<file path="src/rtl/down_counter_timer.sv">
// Loadable down-counter / interval timer with one-shot and auto-reload modes.
// A valid/ready load port starts a run; tc_pulse strobes once per terminal count.
module down_counter_timer #(
  parameter int WIDTH = 4
) (
  input  logic             clk,
  input  logic             rst,
  input  logic             load_valid,
  input  logic [WIDTH-1:0] load_value,
  output logic             load_ready,
  input  logic             enable,
  input  logic             auto_reload,
  input  logic             abort,
  output logic [WIDTH-1:0] count,
  output logic             busy,
  output logic             tc_pulse,
  output logic             done
);

  typedef enum logic [1:0] {
    IDLE = 2'd0,
    RUN  = 2'd1,
    DONE = 2'd2
  } state_t;

  localparam logic [WIDTH-1:0] ZERO = '0;
  localparam logic [WIDTH-1:0] ONE  = WIDTH'(1);

  state_t           state;
  state_t           state_next;
  logic [WIDTH-1:0] reload_reg;
  logic             load_take;
  logic             run_step;
  logic             term_step;

  assign load_take = load_valid && load_ready && !abort;
  assign run_step  = (state == RUN) && enable;
  assign term_step = run_step && (count == ONE);

  always_ff @(posedge clk) begin
    if (rst) begin
      state <= IDLE;
    end else begin
      state <= state_next;
    end
  end

  always_comb begin
    state_next = state;
    if (abort) begin
      state_next = IDLE;
    end else if (load_take) begin
      state_next = (load_value == ZERO) ? DONE : RUN;
    end else if (term_step && !auto_reload) begin
      state_next = DONE;
    end
  end

  always_comb begin
    busy       = (state == RUN);
    load_ready = (state == IDLE) || (state == DONE);
  end

  // A zero load has no cycles to count, so its terminal strobe fires right away.
  always_ff @(posedge clk) begin
    if (rst) begin
      count      <= ZERO;
      reload_reg <= ZERO;
      tc_pulse   <= 1'b0;
      done       <= 1'b0;
    end else begin
      tc_pulse <= 1'b0;
      if (abort) begin
        count <= ZERO;
        done  <= 1'b0;
      end else if (load_take) begin
        count      <= load_value;
        reload_reg <= load_value;
        done       <= (load_value == ZERO);
        tc_pulse   <= (load_value == ZERO);
      end else if (term_step) begin
        tc_pulse <= 1'b1;
        if (auto_reload) begin
          count <= reload_reg;
        end else begin
          count <= ZERO;
          done  <= 1'b1;
        end
      end else if (run_step && (count > ONE)) begin
        count <= count - ONE;
      end
    end
  end

endmodule
</file>
<file path="config.mk">
export PLATFORM = sky130hd
export DESIGN_NAME = down_counter_timer
export DESIGN_NICKNAME = d
export VERILOG_FILES = /design/src/rtl/down_counter_timer.sv
export SDC_FILE = /design/constraint.sdc
export NUM_CORES = 1
export LEC_CHECK = 0
export ABC_AREA = 1
export CORE_UTILIZATION = 41
export CTS_CLUSTER_SIZE = 25
export DETAILED_ROUTE_END_ITERATION = 16
export PLACE_DENSITY = 0.72
export SETUP_SLACK_MARGIN = 0.02
export SYNTH_ARGS = -nofsm -noshare
export SYNTH_HDL_FRONTEND = slang
export SYNTH_SLANG_ARGS = --single-unit
export TNS_END_PERCENT = 30
</file>
<file path="constraint.sdc">
create_clock -name clk -period 1.2 [get_ports clk]
set_clock_uncertainty 0.05 [all_clocks]
set_input_delay 0.12 -clock clk [delete_from_list [all_inputs] [get_ports clk]]
set_output_delay 0.12 -clock clk [all_outputs]
set_load 0.005 [all_outputs]
</file>
Word level (Yosys, flattened, before mapping) --
Index checks and enable logic that the tools add are counted.
Cells by class: add/sub/neg operators 1, multipliers 0, divide/modulo/power cells 0, order comparisons 1, eq/ne operators 4, shifts and indexed selects 0, muxes and demuxes 12, bitwise operators 1, reductions and logical operators 17
Operators by type and width (count):
- $mux 4 | 4
- $logic_and 1x1->1 | 6
- $mux 2 | 3
- $mux 1 | 5
- $eq 4x1->1 const B | 1
- $gt 4x1->1 const B | 1
- $logic_not 4->1 | 1
- $reduce_and 2->1 | 2
- $reduce_bool 2->1 | 2
- $sub 4x1->4 const B | 1
- $reduce_bool 3->1 | 1
- $eq 2x1->1 const B | 1
- $eq 2x2->1 const B | 1
- $logic_not 1->1 | 2
- $logic_not 2->1 | 1
- $ne 2x1->1 const B | 1
- $reduce_or 2->1 | 1
- $logic_or 1x1->1 | 1
- $not 1->1 | 1
Word-level totals: register bits 12, latch bits 0, RAM bits 0, ROM bits 0, input port bits 10, memories kept 0

Longest topological paths before layout --
Gate-level depths: netlist of the first run.
depth after elaboration 6, depth in mapped cells 10, gate-level depth less buffers 10

Worst setup path after synthesis of the first run --
No wires, ideal clock.
kind reg2reg, from register count[0], to register count[0], library setup time 117 ps, arrival time 1133 ps, data required time 1033 ps, slack -100 ps, stages on the path, launching flop included 11, buffers on the path 0, period minus slack after synthesis 1300 ps, cell sequence dfxtp_1 > inv_1 > ha_1 > inv_1 > nor2_1 > nand2_1 > nand2_1 > nand2_2 > nand3_1 > nor2_1 > nor2_1
Between the ends: word-level cells in the longest chain between the ends 4
Ends and longest elaborated chain:
- start: declaration | RTL line 14 | output logic [WIDTH-1:0] count,
- start signal: assignment | RTL line 77 | count <= load_value;
- start signal: assignment | RTL line 84 | count <= reload_reg;
- start signal: assignment | RTL line 90 | count <= count - ONE;
- $sub 4x1->4 or $eq 4x1->1 (tied branches) | RTL line 90, 38
- $mux 4 or $logic_and 1x1->1 (tied branches) | RTL line 89, 38
- $mux 4 | RTL line 81 | end else if (term_step) begin
- $mux 4 | RTL line 76 | end else if (load_take) begin
Parallel ways exist; a longest one is shown, timed or not. The select of a mux whose other input is x is not followed. A chain may end at the register's enable or synchronous reset.

Worst setup path in the final report of the first run --
from register count[0], to register count[1]
Same word-level chain as after synthesis.

==> results of run 1 <==
power by group through the flow:
stage	Sequential [mW]	Clock [mW]	Combinational, mW
CTS	0.424	0.325	0.191
finish	0.424	0.318	0.199
global placement	0.436	0	0.183
floorplan	0.436	0	0.0962
detailed placement	0.437	0	0.186
global route	0.427	0.349	0.224
per-layer routing:
layer	global-route usage, %	vias to the layer above	routed length (um)	part of all wire, %
met5	0	-	0	0
met4	7.50	0	14	0.95
met3	5.17	2	85	5.8
met2	29.2	22	694	47
met1	27.0	295	685	46
li1	-	364	-	-
worst min-delay path, cell delays in order:
cell             delay, ns
clkdlybuf4s50_1       0.41
nand2_1               0.10
a21oi_1               0.06
placed cells by master, fill, tap and decap left out, drive strengths merged:
cell,instances
xnor2,1
nand3,10
clkbuf,4
clkdlybuf4s50,10
dlygate4sd2,5
and3,1
ha,2
o21ai,3
nand2,28
xor2,1
inv,13
dfxtp,12
a21oi,8
nand3b,1
nor2,17
clkdlybuf4s15,2
buf,10
path summary, 6_finish.rpt:
path,end,slack [ns],cells past startpoint,startpoint
min reg2reg,reload_reg[1]$_SDFFE_PP0P_,0.42,2,reload_reg[1]$_SDFFE_PP0P_
min,reload_reg[2]$_SDFFE_PP0P_,0.41,3,load_value[2]
max reg2reg,count[1]$_SDFFE_PP0P_,-0.16,11,count[0]$_SDFFE_PP0P_
max,count[1]$_SDFFE_PP0P_,-0.16,11,count[0]$_SDFFE_PP0P_
cell families after synthesis:
logic type / after synthesis / synth area share (%)
DFF: 12 / 36.3
AOI/OAI and AO/OA: 11 / 8.32
adders and majority gates: 2 / 3.78
and+or+nand+nor: 57 / 41.6
buffers and inverters: 13 / 7.37
xor gates and xnor gates: 2 / 2.65
final cells by class:
type                       instances  area (um2)  share of cell area [%]
sequential                        12         255                    24.5
inverter                          13        51.3                    4.92
tap                               16        20.0                    1.92
timing repair buffer              27         243                    23.3
clock buffer                       4        36.3                    3.48
multi-input combinational         72         437                    41.9
metrics by stage:
step                      setup slack, ns  utilization [%]
after floorplan                  -0.00799                -
after global placement             -0.190             62.7
after detailed placement           -0.223             62.7
after CTS                          -0.165             66.9
after global routing               -0.267             69.2
final                              -0.159             69.2
repair_timing:
| action | 4_1_cts | 5_1_grt |
|---|---|---|
| setup buffers | 2 | 1 |
| pin swaps | 1 | 9 |
| endpoints found under the setup margin | 14 | 12 |
| resized for setup | 17 | 9 |
==> impl_metrics.csv, run 1 <==
group,metric,value,unit
outcome,run_status,"finished with violations",
outcome,violations,"setup timing",
power_and_ir_drop,switching_share,25.9,%
logic_synthesis,synth_top_cell_by_area,"dfxtp_1",
die,num_rows,14,
timing,final.min_clock_period,1.36,ns
timing,hold_violations,0,
worst_setup_path,cp_num_buf_inv,3,
grt,grt_max_degree,9,
layout,num-nets-final,141,
place,place_hpwl,1160,um
place,place_inst,137,
clock_network,clockBufferDepth,2,
worst_setup_path,cp_max_fo,7,
clock_network,h-tree-depth,1,
die,fp.dieW,42.2,um
layout,antennaDiodeCount,0,
drt,drt_iter0_drc,23,
grt,grt_usage,19.6,%
die,dieArea,0.00178,mm2
min_path,hold_path.class,"primary input to flop",
logic_synthesis,syn_avg_cell_area,6.82,um2
logic_synthesis,synth.area.top_cells,"dfxtp_1, nand2_1, nor2_1, nand3_1, inv_1",
power_and_ir_drop,p_leak,0.464,nW
logic_synthesis,yosysMostFrequentCell,"nand2_1",
power_and_ir_drop,power_switching,0.244,mW
clock_network,clk_pin_slew,0.08,ns
clock_network,postCtsHoldBufs,0,
timing,maxSlewViolCount,0,
grt,overflow,0,
place,gp_congestion,0.752,
logic_synthesis,ys_top_cells_by_count,"nand2_1, nor2_1, dfxtp_1",
drt,drc,0,
timing,hold_slack,0.409,ns
clock_network,cts_tree,"done",
timing,fin_crit_sh,113,%
place,io_buffer_count,17,
logic_synthesis,syn_nets,109,
power_and_ir_drop,p_comb_share,21.2,%
layout,nFillCells,136,
worst_setup_path,cp_cell_sequence,"buf_6 > inv_4 > ha_4 > inv_2 > nor2_1 > nand2_1 > nand2_2 > nand2_4 > nand3_2 > nor2_2 > nor2_1",
power_and_ir_drop,seqPwrFrac,45.1,%
worst_setup_path,crit_required,1.35,ns
logic_synthesis,mappedNetlistArea,662,um2
worst_setup_path,slowest_stage,"dfxtp_4",
logic_synthesis,synth_seq_area_share,36.3,%
die,die_h,42.2,um
power_and_ir_drop,pwr-share-clk,33.8,%
timing,fmax,736,MHz
logic_synthesis,netlist_instances,97,
grt,grt_first_pass_wirelength,2620,um
worst_setup_path,cp_top_family,"simple AND/OR/NAND/NOR gates",
worst_setup_path,start_kind,"flop",
timing,fin_tns_setup,-0.881,ns
drt,wirelength,1480,um
grt,antenna_found_initial,0,
power_and_ir_drop,ir_drop,0.634,mV
die,pin_count,18,
power_and_ir_drop,power.density,904,mW/mm2
clock_network,cts_sinks,12,
timing,worst_pin_slew,0.182,ns
timing,report.final.setup_viol,8,
logic_synthesis,ys_ff_latch,12,
drt,viasPerCell,4.74,
worst_setup_path,worst_setup_path_end_kind,"flop",
worst_setup_path,worstPathArrival,1.51,ns
worst_setup_path,crit_top_cell,"nor2_1",
job,cap_violations,0,
place,postPlaceCellArea,945,um2
die,initial_utilization,43.9,%
die,coreArea,0.00151,mm2
worst_setup_path,crit_type,"flop to flop",
clock_network,insertion_delay,0.27,ns
clock_network,root_buffer,"clkbuf_4",
logic_synthesis,yosysWarningCount,0,
drt,firstDrtPassIters,4,
layout,area_growth,57.5,%
clock_network,cts_inserted_buffers,3,
timing,rsz0062_at_grt,"yes",
logic_synthesis,ys_types,17,
timing,relSlewSlack,87.8,%
logic_synthesis,synth-main-ff-cell,"dfxtp_1",
logic_synthesis,synth_edf_count,0,
power_and_ir_drop,p_int,0.699,mW
power_and_ir_drop,power.total,0.942,mW
drt,wire_per_inst,10.3,um
logic_synthesis,synth_top_area_share,36.3,%
layout,final_cells,144,
worst_setup_path,crit_path_max_incr_delay,0.36,ns
logic_synthesis,async_flop_share,0,%
drt,ant_nets,0,
grt,grt_pass1_vias,615,
layout,drive_gt1_share,36.7,%
layout,post-route-cell-area,0.00104,mm2
timing,fin_ws,-0.159,ns
drt,num_vias,683,
Note: power is estimated with default switching activity, not from simulation.
==> run 2, diff against run 1 <==
- CORE_UTILIZATION: 41 -> 45
- PLACE_DENSITY: 0.72 -> 0.75
- clock period: 1.2 -> 1.5 ns (I/O delays scaled with it)
==> impl_metrics.csv, run 2 (synthesis results as in run 1) <==
group,metric,value,unit
layout,final_cells,133,
drt,drt_iter0_drc,19,
layout,seq_area,249,um2
timing,report.final.setup_viol,0,
grt,antenna_found_initial,0,
timing,final.min_clock_period,1.38,ns
min_path,hold_path.class,"flop to flop",
clock_network,clk_pin_slew,0.08,ns
timing,fin_crit_sh,92.3,%
outcome,run_status,"finished, final reports clean",
worst_setup_path,worst_setup_path_end_kind,"output pin",
timing,maxSlewViolCount,0,
timing,rsz0062_at_grt,"yes",
drt,ant_nets,0,
worst_setup_path,crit_type,"flop to output pin",
worst_setup_path,start_kind,"flop",
power_and_ir_drop,power.total,0.734,mW
worst_setup_path,crit_path_max_incr_delay,0.51,ns
worst_setup_path,cp_cell_sequence,"clkdlybuf4s50_1",
place,place_hpwl,1080,um
drt,firstDrtPassIters,4,
clock_network,root_buffer,"clkbuf_4",
clock_network,cts_sinks,12,
worst_setup_path,crit_required,1.30,ns
clock_network,postCtsHoldBufs,0,
worst_setup_path,cp_top_family,"buffers and inverters",
grt,grt_max_degree,11,
power_and_ir_drop,ir_drop,0.510,mV
clock_network,cts_inserted_buffers,3,
layout,nFillCells,124,
die,fp.dieW,40.4,um
timing,fin_ws,0.116,ns
layout,drive_gt1_share,18.6,%
place,io_buffer_count,17,
worst_setup_path,slowest_stage,"clkdlybuf4s50_1",
timing,relSlewSlack,81.7,%
die,initial_utilization,49.6,%
layout,mostFrequentLayoutCell,"nand2_1",
clock_network,insertion_delay,0.27,ns
timing,worst_pin_slew,0.273,ns
timing,fin_tns_setup,0,ns
layout,antennaDiodeCount,0,
die,dieArea,0.00163,mm2
layout,multi_input_area,375,um2
die,num_rows,13,
worst_setup_path,worstPathArrival,1.18,ns
worst_setup_path,cp_num_buf_inv,1,
timing,hold_violations,0,
layout,num-nets-final,131,
grt,grt_pass1_vias,514,
worst_setup_path,cp_max_fo,6,
clock_network,postCtsSetupRepairBufs,0,
place,dp_slack,0.0816,ns
die,pin_count,18,
clock_network,h-tree-depth,1,
drt,wire_per_inst,10.2,um
grt,overflow,0,
clock_network,clockBufferDepth,2,
drt,wirelength,1360,um
grt,grt_usage,18.5,%
drt,viasPerCell,4.91,
drt,num_vias,653,
timing,fmax,722,MHz
layout,area_growth,36.1,%
place,place_inst,129,
layout,layout_common_cells,"nand2_1, clkdlybuf4s50_1, nor2_1, inv_1, nand3_1",
place,gp_congestion,0.775,
power_and_ir_drop,power.density,814,mW/mm2
drt,drc,0,
clock_network,cts_tree,"done",
power_and_ir_drop,p_leak,0.403,nW
die,die_h,40.4,um
job,cap_violations,0,
die,coreArea,0.00133,mm2
grt,grt_first_pass_wirelength,2010,um
==> run 2: cell count changes in the layout (fill, tap and decap cells not counted), sizes merged <==
cell	previous run	this run
buf	10	0
clkdlybuf4s15	2	0
clkdlybuf4s50	10	16
dlygate4sd2	5	0
dlymetal6s2s	0	1
==> run 2: layout make-up <==
cell class	instances	area share, %
sequential	12	27.6
clock buffer	4	4.03
inverter	13	5.42
multi-input combinational	72	41.7
tap	15	2.08
timing repair buffer	17	19.2
==> run 2: per-layer routing <==
metal	share of wire (%)	wire (um)	global-route usage (%)
met4	1.2	16	7.50
met1	49	661	25.9
met2	46	622	29.0
met3	4.2	57	1.67
met5	0	0	0
==> run 2: metrics by stage <==
step | hold slack, ns | util [%] | area [um2]
after floorplan | 0.169 | - | 662
after global placement | 0.402 | 63.8 | 851
after detailed placement | 0.405 | 63.8 | 851
after CTS | 0.416 | 66.6 | 888
after global routing | 0.448 | 67.5 | 901
final | 0.415 | 67.5 | 901
==> run 2: worst paths after layout <==
path	startpoint	end	slack [ns]	cells after the start
worst max-delay path	count[2]$_SDFFE_PP0P_	count[2]	0.12	1
worst min-delay path	done$_SDFFE_PP0P_	done$_SDFFE_PP0P_	0.42	2
worst max register to register	count[0]$_SDFFE_PP0P_	count[3]$_SDFFE_PP0P_	0.13	9
worst min register to register	done$_SDFFE_PP0P_	done$_SDFFE_PP0P_	0.42	2
==> run 2: where the power goes <==
group          total [mW]  internal [mW]  switching (mW)
combinational       0.128         0.0651          0.0630
sequential          0.343          0.331          0.0116
clock               0.263          0.148           0.115
total               0.734          0.544           0.190
==> run 2: repair_timing <==
item / CTS / global route
setup endpoints to repair: 2 / 7
pin swaps: 0 / 1
gates resized for setup: 1 / 8
